===== config.mk =====
export PLATFORM = sky130hd
export DESIGN_NAME = pc_pipe_flat
export DESIGN_NICKNAME = d
export VERILOG_FILES = /design/src/rtl/pc_pipe_pkg.sv /design/src/rtl/pc_pipe_if.sv /design/src/rtl/pc_pipe_stage.sv /design/src/rtl/pc_pipe.sv /design/src/flat_wrapper.sv
export SDC_FILE = /design/constraint.sdc
export NUM_CORES = 1
export LEC_CHECK = 0
export ABC_CLOCK_PERIOD_IN_PS = 2200
export BUFFER_PORTS_ARGS = -buffer_cell sky130_fd_sc_hd__buf_2
export CAP_MARGIN = 10
export CORE_MARGIN = 5
export CORE_UTILIZATION = 54
export DETAILED_ROUTE_END_ITERATION = 8
export PLACE_DENSITY = 0.77
export SETUP_SLACK_MARGIN = 0.1
export SYNTH_ARGS = -nofsm -noshare
export SYNTH_HDL_FRONTEND = slang
export SYNTH_SLANG_ARGS = --single-unit

===== constraint.sdc =====
create_clock -name clock -period 2.2 [get_ports clock]
set_input_delay 0.11 -clock clock [delete_from_list [all_inputs] [get_ports clock]]
set_output_delay 0.11 -clock clock [all_outputs]
set_load 0.005 [all_outputs]

===== src/rtl/pc_pipe_pkg.sv =====
// Shared types and constants for the elastic program-counter pipeline.
package pc_pipe_pkg;

  localparam int unsigned RV32I_INC = 4;
  localparam int unsigned RVC_INC   = 2;

  typedef enum logic [1:0] {
    EMPTY,
    BUSY,
    FULL
  } state_e;

  function automatic int unsigned count_width(input int unsigned stages);
    return $clog2(2 * stages + 1);
  endfunction

endpackage


===== src/rtl/pc_pipe_if.sv =====
// Handshake bundle for pc_pipe: upstream PC offer, downstream PC/successor, flush and occupancy.
interface pc_pipe_if #(
  parameter int unsigned XLEN = 32,
  parameter int unsigned CW   = 3
);

  logic            io_in_valid;
  logic            io_in_ready;
  logic [XLEN-1:0] io_in_pc;
  logic            io_flush;
  logic            io_out_valid;
  logic            io_out_ready;
  logic [XLEN-1:0] io_out_pc;
  logic [XLEN-1:0] io_out_pc4;
  logic [CW-1:0]   io_count;

  modport slave (
    input  io_in_valid, io_in_pc, io_flush, io_out_ready,
    output io_in_ready, io_out_valid, io_out_pc, io_out_pc4, io_count
  );

  modport master (
    output io_in_valid, io_in_pc, io_flush, io_out_ready,
    input  io_in_ready, io_out_valid, io_out_pc, io_out_pc4, io_count
  );

endinterface


===== src/rtl/pc_pipe_stage.sv =====
// One two-entry skid buffer carrying {pc, pc4}; ready and valid come straight from the state register.
module pc_pipe_stage
  import pc_pipe_pkg::*;
#(
  parameter int unsigned     XLEN     = 32,
  parameter logic [XLEN-1:0] RESET_PC = '0,
  parameter int unsigned     INC      = RV32I_INC
) (
  input  logic            clock,
  input  logic            reset,
  input  logic            flush,
  input  logic            in_valid,
  output logic            in_ready,
  input  logic [XLEN-1:0] in_pc,
  input  logic [XLEN-1:0] in_pc4,
  output logic            out_valid,
  input  logic            out_ready,
  output logic [XLEN-1:0] out_pc,
  output logic [XLEN-1:0] out_pc4
);

  typedef struct packed {
    logic [XLEN-1:0] pc;
    logic [XLEN-1:0] pc4;
  } entry_t;

  localparam entry_t RESET_ENTRY = '{pc: RESET_PC, pc4: RESET_PC + XLEN'(INC)};

  state_e state_q, state_d;
  entry_t main_q, main_d;
  entry_t skid_q, skid_d;
  logic   push, pop;

  assign push = in_valid && in_ready;
  assign pop  = out_valid && out_ready;

  // NOTE: state uses non-blocking assignments so every flop samples pre-edge values.
  // NOTE: the data registers get a defined reset value too, since pc/pc4 are visible outputs while empty.
  always_ff @(posedge clock or negedge reset) begin
    if (!reset) begin
      state_q <= EMPTY;
      main_q  <= RESET_ENTRY;
      skid_q  <= RESET_ENTRY;
    end else begin
      state_q <= state_d;
      main_q  <= main_d;
      skid_q  <= skid_d;
    end
  end

  // NOTE: every comb output takes a default first so no path infers a latch.
  always_comb begin
    state_d = state_q;
    main_d  = main_q;
    skid_d  = skid_q;
    if (flush) begin
      state_d = EMPTY;
    end else begin
      unique case (state_q)
        EMPTY: if (push) begin
          state_d = BUSY;
          main_d  = '{pc: in_pc, pc4: in_pc4};
        end
        BUSY: begin
          if (push && pop) begin
            main_d = '{pc: in_pc, pc4: in_pc4};
          end else if (push) begin
            state_d = FULL;
            skid_d  = '{pc: in_pc, pc4: in_pc4};
          end else if (pop) begin
            state_d = EMPTY;
          end
        end
        FULL: if (pop) begin
          state_d = BUSY;
          main_d  = skid_q;
        end
        default: state_d = EMPTY;
      endcase
    end
  end

  always_comb begin
    in_ready  = (state_q != FULL);
    out_valid = (state_q != EMPTY);
    out_pc    = main_q.pc;
    out_pc4   = main_q.pc4;
  end

endmodule


===== src/rtl/pc_pipe.sv =====
// Elastic PC pipeline: STAGES cascaded skid buffers, pc4 formed once at entry, end-to-end occupancy counter.
module pc_pipe
  import pc_pipe_pkg::*;
#(
  parameter int unsigned     XLEN     = 32,
  parameter int unsigned     STAGES   = 2,
  parameter int unsigned     INC      = RV32I_INC,
  parameter logic [XLEN-1:0] RESET_PC = '0
) (
  input  logic        clock,
  input  logic        reset,
  pc_pipe_if.slave    bus
);

  localparam int unsigned CW = count_width(STAGES);

  logic            stg_valid [STAGES+1];
  logic            stg_ready [STAGES+1];
  logic [XLEN-1:0] stg_pc    [STAGES+1];
  logic [XLEN-1:0] stg_pc4   [STAGES+1];

  logic [CW-1:0] count_q, count_d;
  logic          in_push, out_pop;

  assign stg_valid[0]      = bus.io_in_valid;
  assign stg_pc[0]         = bus.io_in_pc;
  assign stg_pc4[0]        = bus.io_in_pc + XLEN'(INC);
  assign stg_ready[STAGES] = bus.io_out_ready;

  for (genvar i = 0; i < STAGES; i++) begin : g_stage
    pc_pipe_stage #(
      .XLEN     (XLEN),
      .RESET_PC (RESET_PC),
      .INC      (INC)
    ) u_stage (
      .clock     (clock),
      .reset     (reset),
      .flush     (bus.io_flush),
      .in_valid  (stg_valid[i]),
      .in_ready  (stg_ready[i]),
      .in_pc     (stg_pc[i]),
      .in_pc4    (stg_pc4[i]),
      .out_valid (stg_valid[i+1]),
      .out_ready (stg_ready[i+1]),
      .out_pc    (stg_pc[i+1]),
      .out_pc4   (stg_pc4[i+1])
    );
  end

  assign bus.io_in_ready  = stg_ready[0];
  assign bus.io_out_valid = stg_valid[STAGES];
  assign bus.io_out_pc    = stg_pc[STAGES];
  assign bus.io_out_pc4   = stg_pc4[STAGES];
  assign bus.io_count     = count_q;

  assign in_push = bus.io_in_valid && stg_ready[0];
  assign out_pop = stg_valid[STAGES] && bus.io_out_ready;

  // Occupancy only changes at the two ends; internal stage-to-stage moves keep it constant.
  always_comb begin
    count_d = count_q;
    if (bus.io_flush) begin
      count_d = '0;
    end else begin
      count_d = count_q + CW'(in_push) - CW'(out_pop);
    end
  end

  always_ff @(posedge clock or negedge reset) begin
    if (!reset) begin
      count_q <= '0;
    end else begin
      count_q <= count_d;
    end
  end

endmodule

===== src/flat_wrapper.sv =====
// flat-port wrapper written by rule: the top's interface ports become plain ports
module pc_pipe_flat import pc_pipe_pkg::*;
#(
  parameter int unsigned     XLEN     = 32,
  parameter int unsigned     STAGES   = 2,
  parameter int unsigned     INC      = RV32I_INC,
  parameter logic [XLEN-1:0] RESET_PC = '0
)
  (clock, reset, bus_io_in_valid, bus_io_in_pc, bus_io_flush, bus_io_out_ready, bus_io_in_ready, bus_io_out_valid, bus_io_out_pc, bus_io_out_pc4, bus_io_count);
  pc_pipe_if #(.XLEN(XLEN)) bus_i ();
  input  logic clock;
  input  logic reset;
  input wire logic [$bits(bus_i.io_in_valid)-1:0] bus_io_in_valid;
  input wire logic [$bits(bus_i.io_in_pc)-1:0] bus_io_in_pc;
  input wire logic [$bits(bus_i.io_flush)-1:0] bus_io_flush;
  input wire logic [$bits(bus_i.io_out_ready)-1:0] bus_io_out_ready;
  output wire logic [$bits(bus_i.io_in_ready)-1:0] bus_io_in_ready;
  output wire logic [$bits(bus_i.io_out_valid)-1:0] bus_io_out_valid;
  output wire logic [$bits(bus_i.io_out_pc)-1:0] bus_io_out_pc;
  output wire logic [$bits(bus_i.io_out_pc4)-1:0] bus_io_out_pc4;
  output wire logic [$bits(bus_i.io_count)-1:0] bus_io_count;
  assign bus_i.io_in_valid = bus_io_in_valid;
  assign bus_i.io_in_pc = bus_io_in_pc;
  assign bus_i.io_flush = bus_io_flush;
  assign bus_i.io_out_ready = bus_io_out_ready;
  assign bus_io_in_ready = bus_i.io_in_ready;
  assign bus_io_out_valid = bus_i.io_out_valid;
  assign bus_io_out_pc = bus_i.io_out_pc;
  assign bus_io_out_pc4 = bus_i.io_out_pc4;
  assign bus_io_count = bus_i.io_count;
  pc_pipe #(.XLEN(XLEN), .STAGES(STAGES), .INC(INC), .RESET_PC(RESET_PC)) u_core (.clock(clock), .reset(reset), .bus(bus_i));
endmodule

==> run metrics, run 1 <==
maximum VDD drop 0.724 mV; Chip Width 155 um; Critical Path AT 2.43 ns; vias in the first global route 8294; Max-Cap Viols 0; final core utilization 0.647; Core Rows 53; WHS 0.0957 ns; Critical Path RT 2.60 ns; worst slew pin tran 0.741 ns; DPL Wire Length 16200 um; largest net degree at the start of global routing 89; TritonCTS clock tree yes; post-synthesis cell type count 55; ys async rst share 1.00; I/O Buffers 105; Max Fanout on Critical Path 25; CTS max path bufs 3; syn nets 1151; via count 8309; Final ANT Viol Nets 0; clock sinks 255; LEAKAGE 0.00609 uW; min Tclk post-route 2.03 ns; commonest non-fill, non-tap cell in the layout nand2_1; Setup violations, final 0; area delta synth->final 19.3%; Die Ht 155 um; CP Capture Type register; register-to-register path setup slack 0.17 ns; # IOs 106; clk slew on worst S/H paths 0.06 ns; slowest stage cell, crit path dfrtp_1; share of cells above drive strength 1 0.206; Post-Layout Cell Count 1521; H-tree Lvls 1; final WL 25400 um; DRC 0; Final nets 1271; dominant synthesized flop cell dfrtp_1; Mapped Area 11300 sq um; Initial Util 0.542; core area 20800 sq um; R2R Path Start u_core.g_stage[1].u_stage.state_q[0]; Seq/Total Area, Yosys 0.565; setup slack at placement 0.0737 ns; RSZ-0062 raised after global routing false; GRT overflow 0; Fmax achieved 0.493 GHz; crit path launch u_core.g_stage[1].u_stage.state_q[0]; number of flops mapped to enable cells by yosys 0; Worst Clk Skew 0.0110 ns; final worst setup slack 0.171 ns; Final Cycle Share 0.922; crit path to u_core.g_stage[1].u_stage.skid_q[43]; PD cells 1150 nW/um^2; most frequent cells in the layout nand2_1, dfrtp_1, buf_2, o21ai_0, nor2_1; 1st-pass router iterations 5; Synth warnings 0; DIE AREA 23900 sq um; CP max stage delay 0.39 ns; Routed wire per std cell 16.7 um; FF-to-FF path depth 8; initial antenna violation count 0; Post-Place Cells 1434; CTS Buf Count 27; cells along the critical path inv_2, ha_4, nor2b_4, buf_4, nor4_4, buf_6, buf_12, mux2_2; DR vias/cell 5.46; reg2reg end u_core.g_stage[1].u_stage.skid_q[43]; Setup crit start kind register; Mapped Cells 1106; Hold Fails Final Rpt 0; critical path class reg -> reg; Diodes inserted 0; Total Routing Usage GR 0.212; Avg Cell Area, Syn 10.2 sq um; clk root buf clkbuf_16; Skew-Pair Late Insertion Delay 0.52 ns; DRT iter0 DRCs 583; first-pass GRT wire length 42000 um; Max-slew headroom 0.506; Max Slew Vio Count 0; setup_tns 0 ns; status finished, final reports clean; min-delay worst type in -> async; final RePlAce weighted congestion 0.794; post-synthesis register bit count 255
[cell families after synthesis]
logic type | share of synthesized area
adder cells (fa/ha/maj) | 0.00953
AND/OR/NAND/NOR | 0.160
buffers and inverters | 0.0320
XOR/XNOR | 0.0233
multiplexers | 0.118
flip-flops | 0.565
AO/OA/AOI/OAI | 0.0918
[flip-flops by register name, indices dropped and copies added, names as in the netlist]
| name | count |
|---|---|
| u_core.g_stage.u_stage.out_pc | 64 |
| u_core.bus.io_count | 3 |
| u_core.g_stage.u_stage.state_q | 4 |
| u_core.g_stage.u_stage.skid_q | 124 |
| u_core.g_stage.u_stage.out_pc4 | 60 |
[layout make-up]
type                       count  area, sq um
fill                        1635         7350
tap                          275          344
sequential                   255         6390
timing repair buffer         162         1200
inverter                       9         36.3
clock buffer                  43          826
multi-input combinational    771         4600
clock inverter                 6         80.1
[Yosys cell counts, types with 2 or more instances]
master	count	area (sq um)
xor2_1	13	114
and4_1	6	52.6
nand3_2	2	20.0
o21ai_1	12	60.1
nor4_1	4	25.0
nor3_1	3	15.0
buf_2	29	145
and3_1	5	31.3
buf_4	4	30.0
a31oi_1	33	206
nor3b_1	2	15.0
o211ai_1	8	60.1
mux2_2	58	653
inv_1	7	26.3
nor2_1	69	259
ha_1	7	87.6
clkbuf_1	32	120
nand2b_1	2	12.5
dfrtp_1	251	6280
o22ai_1	11	68.8
nand2_1	289	1080
or2_2	2	12.5
nor2b_1	3	18.8
mux2_1	4	45.0
a21oi_1	19	95.1
nand4_1	6	37.5
nand3_1	20	100
dfstp_2	4	105
nor4_2	2	25.0
o21bai_2	2	22.5
mux2i_1	63	631
buf_1	5	18.8
xnor2_1	17	149
o21ai_0	91	455
[metrics by stage]
stage	area [sq um]	total power, uW
after floorplan	11300	9510
after global placement	12200	10700
after global routing	13500	16500
after detailed placement	12200	11000
final	13500	15500
after CTS	13400	15600
[how the worst min path moves through the flow]
stage          cells after the start  slack [ns]  startpoint                                     to
2_1_floorplan                      0       -0.19       reset                 u_core.bus.io_count[0]
3_3_place_gp                       1        0.05       reset  u_core.g_stage[1].u_stage.out_pc4[23]
3_5_place_dp                       1        0.04       reset  u_core.g_stage[1].u_stage.out_pc4[25]
4_1_cts                            2        0.09       reset   u_core.g_stage[1].u_stage.out_pc[21]
5_1_grt                            2        0.12       reset  u_core.g_stage[1].u_stage.out_pc4[25]
6_report                           2         0.1       reset  u_core.g_stage[1].u_stage.out_pc4[25]
[power by group]
part           internal (uW)  switching (uW)
Sequential              6390             915
Combinational           1800            1840
Clock                   2790            1790
[critical path, delay by kind of cell, from the launching register on]
kind,cells,cell delay (ns)
adders and majority gates,1,0.17
buffers and inverters,4,0.66
DFF,1,0.39
muxes,1,0.36
and+or+nand+nor,2,0.30
[routing by layer]
layer | track usage | up-vias | wire [um] | part of all wire
li1 | - | 3988 | - | -
met3 | 0.0308 | 48 | 1170 | 0.046
met2 | 0.367 | 201 | 13000 | 0.51
met4 | 0.0606 | 0 | 588 | 0.023
met1 | 0.279 | 4072 | 10700 | 0.42
met5 | 0 | - | 0 | 0
[timing repair]
action | CTS | global route
gates resized for setup | 1 | 5
pin swaps | 0 | 1
cloned | 0 | 1
endpoints found under the setup margin | 1 | 85
setup buffers | 0 | 2
hold buffers | 35 | 0
hold endpoints to repair | 328 | 0
(Power assumes the default switching activity.)
==> run 2, diff against run 1 <==
--- a/config.mk
+++ b/config.mk
@@ -11,8 +11,9 @@
 export CORE_MARGIN = 5
 export CORE_UTILIZATION = 54
 export DETAILED_ROUTE_END_ITERATION = 8
-export PLACE_DENSITY = 0.77
+export PLACE_DENSITY = 0.76
 export SETUP_SLACK_MARGIN = 0.1
 export SYNTH_ARGS = -nofsm -noshare
 export SYNTH_HDL_FRONTEND = slang
+export SYNTH_HIERARCHICAL = 1
 export SYNTH_SLANG_ARGS = --single-unit
==> run 2 against run 1 <==
Net effect:
- non-clock buffer count grew 1
- sequential share of layout area shrank 1.6 points
- sequential power shrank 10%
- synthesized cell count shrank 27%
- cell area grew 6.8%
- critical path type unchanged
- critical endpoint is now u_core/g_stage[1].u_stage/skid_q[50]
==> run metrics, run 2 <==
status finished, final reports clean; # IOs 106; post-route cell area 14400 sq um; Sw Ratio 0.247; share of cells above drive strength 1 0.581; CP max stage delay 0.52 ns; min Tclk post-route 2.09 ns; setup slack at placement 0.0710 ns; Fmax achieved 0.479 GHz; syn nets 850; 1st-pass router iterations 4; maximum VDD drop 0.771 mV; Max Slew Vio Count 0; Mapped Cells 809; I/O Buffers 105; Max-Cap Viols 0; Seq/Total Area, Yosys 0.542; clk root buf clkbuf_16; register area 6590 sq um; Final Power 13800 uW; DRC 0; area leader, netlist dfrtp_1; DR vias/cell 5.62; Final ANT Viol Nets 0; cells along the critical path or2_2, nor2b_2, nor3b_2, buf_12, mux2_2; Core Rows 54; core area 22000 sq um; worst slew pin tran 0.451 ns; number of fillers in the final layout 1576; clock share of power 0.346; max reg flops 128; Mapped Area 12100 sq um; CTS max path bufs 3; Max Fanout on Critical Path 64; Synth warnings 6; min-delay worst type in -> async; via count 7104; share of the synthesized area in the top cell type 0.534; Total Routing Usage GR 0.195; internal power 10400 uW; post-synthesis register bit count 263; Avg Cell Area, Syn 15.0 sq um; most common cell in the netlist mux2_2; GRT overflow 0; synth top area cells dfrtp_1, mux2_2, buf_6; dominant synthesized flop cell dfrtp_1; post-synthesis cell type count 37; clock sinks 263; final worst setup slack 0.114 ns; number of flops mapped to enable cells by yosys 0; first-pass GRT wire length 41400 um; final core utilization 0.655; commonest non-fill, non-tap cell in the layout mux2_2; ys async rst share 1.00; RSZ-0062 raised after global routing true; CTS Buf Count 28; Critical Path RT 2.62 ns; final RePlAce weighted congestion 0.839; CP Capture Type register; PD cells 956 nW/um^2; commonest cells in the netlist mux2_2, dfrtp_1, xnor2_1, buf_4, buf_6; final WL 24900 um; Setup violations, final 0; critical path class reg -> reg; DIE AREA 25600 sq um; Diodes inserted 0; TritonCTS clock tree yes; Multi-input gate area 5230 sq um; Critical Path AT 2.50 ns; Final nets 1003; Final Cycle Share 0.948; Worst Clk Skew 0.0173 ns; Setup crit start kind register; Seq pwr share 0.478; Hold Fails Final Rpt 0; Skew-Pair Late Insertion Delay 0.54 ns; Chip Width 160 um; largest reg by FF count u_core/g_stage.u_stage/skid_q; Max-slew headroom 0.697; LEAKAGE 0.00636 uW; vias in the first global route 7737; DRT iter0 DRCs 301; Switching Power 3400 uW; Routed wire per std cell 19.7 um; Initial Util 0.553; area delta synth->final 18.5%; setup_tns 0 ns; clk slew on worst S/H paths 0.06 ns; Die Ht 160 um; DPL Wire Length 15800 um; initial antenna violation count 0; Placed Area 13000 sq um; H-tree Lvls 1; largest net degree at the start of global routing 83; slowest stage cell, crit path dfrtp_1; most frequent cells in the layout mux2_2, dfrtp_1, buf_2, dlygate4sd3_1, clkbuf_16; Comb power frac 0.176
run 2: cell types whose count changed in the layout (fill, tap and decap cells not counted), moves of 12 or more:
cell	before	now
mux2i_1	63	0
mux2_2	58	372
nor2_1	69	8
a31oi_1	33	0
a21oi_1	19	4
o21ai_1	12	0
nand2_1	289	14
o21ai_0	91	0
run 2: area by class of cell:
type / count / area share
Clock buffer: 41 / 0.0584
Timing Repair Buffer: 163 / 0.0864
Sequential cell: 263 / 0.458
Clock inverter: 11 / 0.00800
Inverter: 6 / 0.00157
Multi-Input combinational cell: 500 / 0.364
Tap cell: 280 / 0.0243
run 2: kinds of logic (layout without fill, tap and decap cells):
kind of cell | count (synthesis) | in the layout | synth area share
buf+inv | 46 | 221 | 0.0313
fa+ha+maj | 4 | 4 | 0.00474
mux | 384 | 384 | 0.357
flops | 263 | 263 | 0.542
xor+xnor | 30 | 30 | 0.0216
simple gates | 72 | 72 | 0.0363
compound gates | 10 | 10 | 0.00701
run 2: power by group through the flow:
stage | Clock [uW] | Sequential [uW] | Combinational (uW)
floorplan | 0 | 6540 | 1430
global placement | 0 | 6590 | 2290
detailed placement | 0 | 6650 | 2360
CTS | 4880 | 6580 | 2430
global route | 5100 | 6720 | 2690
finish | 4770 | 6570 | 2420
run 2: worst max-delay path, delay by kind of cell, from the launching register on:
family | cells | cell delay (ns)
flip-flops | 1 | 0.52
multiplexers | 1 | 0.39
buffers and inverters | 1 | 0.36
AND/OR/NAND/NOR | 3 | 0.66
run 2: path summary, 6_finish.rpt:
path                                                 startpoint                              endpoint  slack [ns]  cells past startpoint
setup reg to reg           u_core/g_stage[0].u_stage/state_q[0]  u_core/g_stage[1].u_stage/skid_q[50]        0.11                      5
max in group asynchronous                                 reset  u_core/g_stage[1].u_stage/out_pc4[9]        1.28                      3
hold reg to reg             u_core/g_stage[1].u_stage/out_pc[3]   u_core/g_stage[1].u_stage/out_pc[3]        0.48                      1
min in group clock                              bus_io_in_pc[1]   u_core/g_stage[0].u_stage/skid_q[1]        0.40                      3
setup / recovery           u_core/g_stage[0].u_stage/state_q[0]  u_core/g_stage[1].u_stage/skid_q[50]        0.11                      5
hold / removal                                            reset   u_core/g_stage[0].u_stage/out_pc[9]        0.09                      2
run 2: per-stage QoR:
stage	std cells	hold slack, ns
3_5_place_dp	1170	0.0708
3_3_place_gp	1170	0.0731
4_1_cts	1259	0.0921
6_report	1264	0.0895
2_1_floorplan	809	-0.186
5_1_grt	1264	0.133
run 2: repair_timing:
item / in CTS / in global routing
buffers inserted: 0 / 4
pin swaps: 1 / 5
hold buffers: 37 / 0
endpoints found under the setup margin: 1 / 76
hold endpoints to repair: 235 / 0
resized for setup: 1 / 5
gates cloned: 0 / 1
run 2: layer usage:
metal | share of wire | global-route usage | vias to the layer above | routed length, um
li1 | - | - | 3219 | -
met1 | 0.45 | 0.272 | 3690 | 11100
met2 | 0.49 | 0.319 | 149 | 12100
met3 | 0.039 | 0.0299 | 46 | 973
met4 | 0.027 | 0.0602 | 0 | 682
met5 | 0 | 0 | - | 0
